[src/rtl/ysyx_25030077_halt_ctrl_if.sv]
// Commit-to-halt-controller bundle: retiring-instruction inputs and halt/trace outputs.
// master = commit side driving retire info; slave = halt controller.
interface ysyx_25030077_halt_ctrl_if #(
    parameter int CNT_W = 64
);
    logic             inst_valid;
    logic [31:0]      inst;
    logic [31:0]      pc;
    logic [31:0]      a0;
    logic             lsu_busy;
    logic             stall_req;
    logic             is_break_out;
    logic             is_unknown_instruction;
    logic             halted;
    logic [31:0]      halt_pc;
    logic [31:0]      halt_code;
    logic [CNT_W-1:0] inst_count;
    logic [CNT_W-1:0] cycle_count;

    modport master (
        output inst_valid, inst, pc, a0, lsu_busy,
        input  stall_req, is_break_out, is_unknown_instruction, halted,
        input  halt_pc, halt_code, inst_count, cycle_count
    );

    modport slave (
        input  inst_valid, inst, pc, a0, lsu_busy,
        output stall_req, is_break_out, is_unknown_instruction, halted,
        output halt_pc, halt_code, inst_count, cycle_count
    );
endinterface

[src/rtl/ysyx_25030077_halt_ctrl.sv]
// Halt controller: traps on ebreak/illegal opcode, drains stores, pulses the exit block once.
// Latency: stall 1 cycle after trap, pulse DRAIN_CYCLES+1 cycles after trap; lsu_busy stretches drain.
module ysyx_25030077_halt_ctrl #(
    parameter int DRAIN_CYCLES = 4,
    parameter int CNT_W        = 64
) (
    input  logic                      clock,
    input  logic                      reset,
    ysyx_25030077_halt_ctrl_if.slave  hc
);
    typedef enum logic [1:0] {RUN, DRAIN, REPORT, HALTED} state_e;

    localparam int          DW         = (DRAIN_CYCLES > 1) ? $clog2(DRAIN_CYCLES) : 1;
    localparam logic [DW-1:0] DRAIN_INIT = DW'(DRAIN_CYCLES - 1);
    localparam logic [31:0] EBREAK     = 32'h0010_0073;

    state_e           state_q, state_d;
    logic [DW-1:0]    drain_q, drain_d;
    logic             cause_brk_q, cause_brk_d;
    logic [31:0]      halt_pc_q, halt_pc_d;
    logic [31:0]      halt_code_q, halt_code_d;
    logic [CNT_W-1:0] inst_cnt_q, inst_cnt_d;
    logic [CNT_W-1:0] cyc_cnt_q, cyc_cnt_d;

    logic is_ebreak;
    logic is_legal;

    assign is_ebreak = (hc.inst == EBREAK);

    // Only the major opcode is decoded; funct fields never make a word illegal.
    always_comb begin
        is_legal = 1'b0;
        case (hc.inst[6:0])
            7'b0110111, 7'b0010111, 7'b1101111, 7'b1100111,
            7'b1100011, 7'b0000011, 7'b0100011, 7'b0010011,
            7'b0110011, 7'b0001111, 7'b1110011: is_legal = 1'b1;
            default:                            is_legal = 1'b0;
        endcase
    end

    always_ff @(posedge clock) begin
        if (reset) begin
            state_q     <= RUN;
            drain_q     <= '0;
            cause_brk_q <= 1'b0;
            halt_pc_q   <= '0;
            halt_code_q <= '0;
            inst_cnt_q  <= '0;
            cyc_cnt_q   <= '0;
        end else begin
            state_q     <= state_d;
            drain_q     <= drain_d;
            cause_brk_q <= cause_brk_d;
            halt_pc_q   <= halt_pc_d;
            halt_code_q <= halt_code_d;
            inst_cnt_q  <= inst_cnt_d;
            cyc_cnt_q   <= cyc_cnt_d;
        end
    end

    always_comb begin
        state_d     = state_q;
        drain_d     = drain_q;
        cause_brk_d = cause_brk_q;
        halt_pc_d   = halt_pc_q;
        halt_code_d = halt_code_q;
        inst_cnt_d  = inst_cnt_q;
        cyc_cnt_d   = cyc_cnt_q;

        if (state_q != HALTED) begin
            cyc_cnt_d = cyc_cnt_q + CNT_W'(1);
        end

        case (state_q)
            RUN: begin
                if (hc.inst_valid) begin
                    if (is_legal) begin
                        inst_cnt_d = inst_cnt_q + CNT_W'(1);
                    end
                    if (is_ebreak || !is_legal) begin
                        state_d     = DRAIN;
                        drain_d     = DRAIN_INIT;
                        cause_brk_d = is_ebreak;
                        halt_pc_d   = hc.pc;
                        halt_code_d = is_ebreak ? hc.a0 : hc.inst;
                    end
                end
            end
            DRAIN: begin
                if (drain_q != '0) begin
                    drain_d = drain_q - DW'(1);
                end else if (!hc.lsu_busy) begin
                    state_d = REPORT;
                end
            end
            REPORT:  state_d = HALTED;
            default: state_d = HALTED;
        endcase
    end

    always_comb begin
        hc.stall_req              = (state_q != RUN);
        hc.is_break_out           = (state_q == REPORT) && cause_brk_q;
        hc.is_unknown_instruction = (state_q == REPORT) && !cause_brk_q;
        hc.halted                 = (state_q == HALTED);
    end

    assign hc.halt_pc     = halt_pc_q;
    assign hc.halt_code   = halt_code_q;
    assign hc.inst_count  = inst_cnt_q;
    assign hc.cycle_count = cyc_cnt_q;
endmodule

[src/flat_wrapper.sv]
// flat-port wrapper written by rule: the top's interface ports become plain ports
module ysyx_25030077_halt_ctrl_flat 
#(
    parameter int DRAIN_CYCLES = 4,
    parameter int CNT_W        = 64
)
  (clock, reset, hc_inst_valid, hc_inst, hc_pc, hc_a0, hc_lsu_busy, hc_stall_req, hc_is_break_out, hc_is_unknown_instruction, hc_halted, hc_halt_pc, hc_halt_code, hc_inst_count, hc_cycle_count);
  ysyx_25030077_halt_ctrl_if #(.CNT_W(CNT_W)) hc_i ();
  input  logic clock;
  input  logic reset;
  input wire logic [$bits(hc_i.inst_valid)-1:0] hc_inst_valid;
  input wire logic [$bits(hc_i.inst)-1:0] hc_inst;
  input wire logic [$bits(hc_i.pc)-1:0] hc_pc;
  input wire logic [$bits(hc_i.a0)-1:0] hc_a0;
  input wire logic [$bits(hc_i.lsu_busy)-1:0] hc_lsu_busy;
  output wire logic [$bits(hc_i.stall_req)-1:0] hc_stall_req;
  output wire logic [$bits(hc_i.is_break_out)-1:0] hc_is_break_out;
  output wire logic [$bits(hc_i.is_unknown_instruction)-1:0] hc_is_unknown_instruction;
  output wire logic [$bits(hc_i.halted)-1:0] hc_halted;
  output wire logic [$bits(hc_i.halt_pc)-1:0] hc_halt_pc;
  output wire logic [$bits(hc_i.halt_code)-1:0] hc_halt_code;
  output wire logic [$bits(hc_i.inst_count)-1:0] hc_inst_count;
  output wire logic [$bits(hc_i.cycle_count)-1:0] hc_cycle_count;
  assign hc_i.inst_valid = hc_inst_valid;
  assign hc_i.inst = hc_inst;
  assign hc_i.pc = hc_pc;
  assign hc_i.a0 = hc_a0;
  assign hc_i.lsu_busy = hc_lsu_busy;
  assign hc_stall_req = hc_i.stall_req;
  assign hc_is_break_out = hc_i.is_break_out;
  assign hc_is_unknown_instruction = hc_i.is_unknown_instruction;
  assign hc_halted = hc_i.halted;
  assign hc_halt_pc = hc_i.halt_pc;
  assign hc_halt_code = hc_i.halt_code;
  assign hc_inst_count = hc_i.inst_count;
  assign hc_cycle_count = hc_i.cycle_count;
  ysyx_25030077_halt_ctrl #(.DRAIN_CYCLES(DRAIN_CYCLES), .CNT_W(CNT_W)) u_core (.clock(clock), .reset(reset), .hc(hc_i));
endmodule
[config.mk]
export PLATFORM = sky130hd
export DESIGN_NAME = ysyx_25030077_halt_ctrl_flat
export DESIGN_NICKNAME = d
export VERILOG_FILES = /design/src/rtl/ysyx_25030077_halt_ctrl_if.sv /design/src/rtl/ysyx_25030077_halt_ctrl.sv /design/src/flat_wrapper.sv
export SDC_FILE = /design/constraint.sdc
export NUM_CORES = 1
export LEC_CHECK = 0
export BUFFER_PORTS_ARGS = -buffer_cell sky130_fd_sc_hd__buf_2
export CAP_MARGIN = 25
export CORE_ASPECT_RATIO = 0.5
export CORE_MARGIN = 2
export CORE_UTILIZATION = 30
export DETAILED_ROUTE_END_ITERATION = 8
export HOLD_SLACK_MARGIN = 0.02
export SETUP_SLACK_MARGIN = 0.3
export SYNTH_ARGS = -nofsm -noshare
export SYNTH_HDL_FRONTEND = slang
export SYNTH_SLANG_ARGS = --single-unit
[constraint.sdc]
create_clock -name clock -period 2.6 [get_ports clock]
set_clock_uncertainty 0.2 [all_clocks]
set_input_delay 0.52 -clock clock [delete_from_list [all_inputs] [get_ports clock]]
set_output_delay 0.52 -clock clock [all_outputs]
set_load 0.01 [all_outputs]
==> summary.md <==
| Metric | Value |
|---|---|
| Leading cell type in the layout, fill and taps excluded | buf_2 |
| Antenna violations before repair | 2 |
| DR WL met3 | 1150 µm |
| Final setup viols | 0 |
| Synth area leaders | dfxtp_1 42%, a21oi_1 8.3%, or4_1 5.0% |
| Worst-path clk slew | 0.08 ns |
| Routed Antenna Nets | 0 |
| Multi-input gate area | 5780 µm² |
| CP Class | reg2reg |
| Num CTS Buffers | 17 |
| CP Capture Type | flop |
| Wl on met1 | 14300 µm |
| Fin crit share | 0.909 |
| Worst r2r path cells | 9 |
| GRT Overall Usage | 0.194 |
| Yosys top cell area share | 0.421 |
| Synth cell types | 67 |
| Outcome | complete, no violations |
| Largest area contributor in the netlist | dfxtp_1 |
| Routed WL | 34100 µm |
| Clk buf depth | 2 |
| Largest net degree at the start of global routing | 95 |
| Metal2 WL | 17600 µm |
| Vias in the first global route | 9583 |
| Syn nets | 1212 |
| Slew @ Worst Pin | 0.809 ns |
| Die Span X | 254 µm |
| Fin nets | 1579 |
| Final Max Slew Viols | 0 |
| Area delta synth->final | 47.7% |
| Peak supply drop | 501 µV |
| Die area | 32700 µm² |
| First-pass GRT wire length | 50800 µm |
| Post-Syn Instances | 1109 |
| Worst Path Arrival | 2.54 ns |
| Critical path fanouts, max | 4 |
| Clock Latency Late Sink | 0.46 ns |
| Fin area | 13800 µm² |
| Reg2reg setup slack | 0.24 ns |
| Die H | 129 µm |
| Top FF cell, synth | dfxtp_1 |
| Mapped Avg Cell Area | 8.45 µm² |
| Synth Warn # | 0 |
| Placed cell area | 12100 µm² |
| Highest routed layer | met4 |
| Pre-CTS WS | -0.288 ns |
| DP HPWL | 22700 µm |
| Number of port buffers | 295 |
| Pwr/cell area | 478 nW/µm² |
| Async SR Flop Fraction | 0 |
| FILL cells | 2964 |
| Row cnt | 45 |
| RSZ-0062 raised after global routing | true |
| Starting density of the core | 0.307 |
| Worst Hold Class | in2reg |
| Hold Violations, Final | 0 |
| Worst setup SP type | flop |
| Fmax achieved | 0.423 GHz |
| Vias/cell | 5.39 |
| Register area share after synthesis | 0.421 |
| P_leak | 5.32 nW |
| GRT overflow | 0 |
| Worst setup margin | 0.238 ns |
| Share of cells above drive strength 1 | 0.436 |
| CTS tree | built |
| Root Driver | clkbuf_16 |
| Drt initial violations | 822 |
| Max-Cap Viols | 0 |
| Pre-antenna DRT Iters | 5 |
| CTS Hold Bufs | 0 |
| H-tree Lvls | 4 |
| Routed len/inst | 17.8 µm |
| Total power | 6.61 mW |
| Clock Sinks | 197 |
| Required @ worst endpoint | 2.78 ns |
| Ports | 296 |
| Relative slew slack | 0.461 |
| Core area | 30500 µm² |
| Hold depth | 3 |
| Sequential cell area | 4000 µm² |
| Seq cells post-synth | 197 |
| DRC viols | 0 |
| Total vias in the final route | 10300 |
| Number of flops mapped to enable cells by yosys | 0 |
| Synthesized area | 9370 µm² |
| Minimum clock period | 2.36 ns |
| RD Place Congestion | 0.857 |
| Commonest non-fill, non-tap cells in the layout | 295 x buf_2, 163 x dfxtp_1, 140 x a21oi_1, 94 x buf_4, 67 x o21ai_0 |
## per-stage QoR
step / TNS (ns) / std cells / util / hold WS, ns
6_report: 0 / 1914 / 0.454 / 0.115
5_1_grt: 0 / 1914 / 0.454 / 0.100
4_1_cts: 0 / 1877 / 0.427 / 0.0941
3_5_place_dp: -16.23 / 1817 / 0.396 / 0.246
3_3_place_gp: -19.42 / 1817 / 0.396 / 0.245
2_1_floorplan: 0 / 1109 / - / 0.253
## per-layer routing
layer / global-route usage / up-vias
met4: 0.0837 / 0
met1: 0.230 / 5044
met2: 0.344 / 246
met5: 0 / -
met3: 0.0376 / 66
li1: - / 4952
## Yosys cell counts, drive strengths merged, types with 2 or more instances
cell type    n
o31a         2
o211ai       2
nand2b       3
nor3b        3
nand4       40
xnor2       13
nor2b        6
o21ai       69
and2         6
nand3b       2
or2          5
nor2        45
clkbuf      54
a2111oi      2
or3         36
inv         24
nor3        44
o2111ai      5
nand4b       2
and3         8
mux2i        5
a211oi      32
o41ai        4
and4        12
a21o         4
a21oi      157
dfxtp      197
xor2        16
nand2       62
or4         63
o31ai       57
mux2         2
ha           3
or3b         2
buf         27
a211o        3
nand3       68
nor4        17
## worst max-delay path: stages (launching register included)
cell       delay (ns)
dfxtp_4          0.36
nand4_1          0.17
buf_4            0.20
nor4_4           0.12
buf_4            0.16
o2111ai_4        0.20
buf_12           0.21
buf_16           0.12
or4_4            0.41
a21oi_2          0.14
## final timing paths
kind | start | endpoint
min reg2reg | u_core.hc.halt_pc[2] | u_core.hc.halt_pc[2]
max reg2reg | u_core.hc.inst_count[16] | u_core.hc.inst_count[57]
max | u_core.hc.inst_count[16] | u_core.hc.inst_count[57]
min | hc_pc[6] | u_core.hc.halt_pc[6]
## state kept, by name, summed over array words and instances, names as in the netlist
signal                 flops
u_core.cause_brk_q         1
u_core.drain_q             2
u_core.hc.cycle_count     64
u_core.hc.halt_code       32
u_core.hc.halt_pc         32
u_core.hc.inst_count      64
u_core.state_q             2
## kinds of logic after synthesis
family	count (synthesis)	synth area share
xor gates and xnor gates	29	0.0271
DFF	197	0.421
adders and majority gates	3	0.00401
AOI/OAI and AO/OA	340	0.223
muxes	7	0.00775
buffers and inverters	105	0.0499
and+or+nand+nor	428	0.267
## area by class of cell
cell class              instances  area share
clock buffers                  20      0.0315
clock inverters                12     0.00814
flip-flops and latches        197       0.289
inverters                      24     0.00651
repair buffers                428       0.209
well taps                     423      0.0382
multi-input cells             808       0.417
diodes                          2    0.000362
## repair_timing
action,in CTS,in global routing
pin swaps,17,52
gates resized for setup,36,108
setup buffers,24,27
setup endpoints to repair,129,99
cloned,4,8
## where the power goes
group	switching, mW	internal [mW]	leakage (nW)
Combinational	0.485	0.383	3.45
Sequential	0.0683	3.12	1.62
Clock	1.30	1.26	0.255
Total	1.85	4.76	5.32
Power figures use the tool's default switching activity.
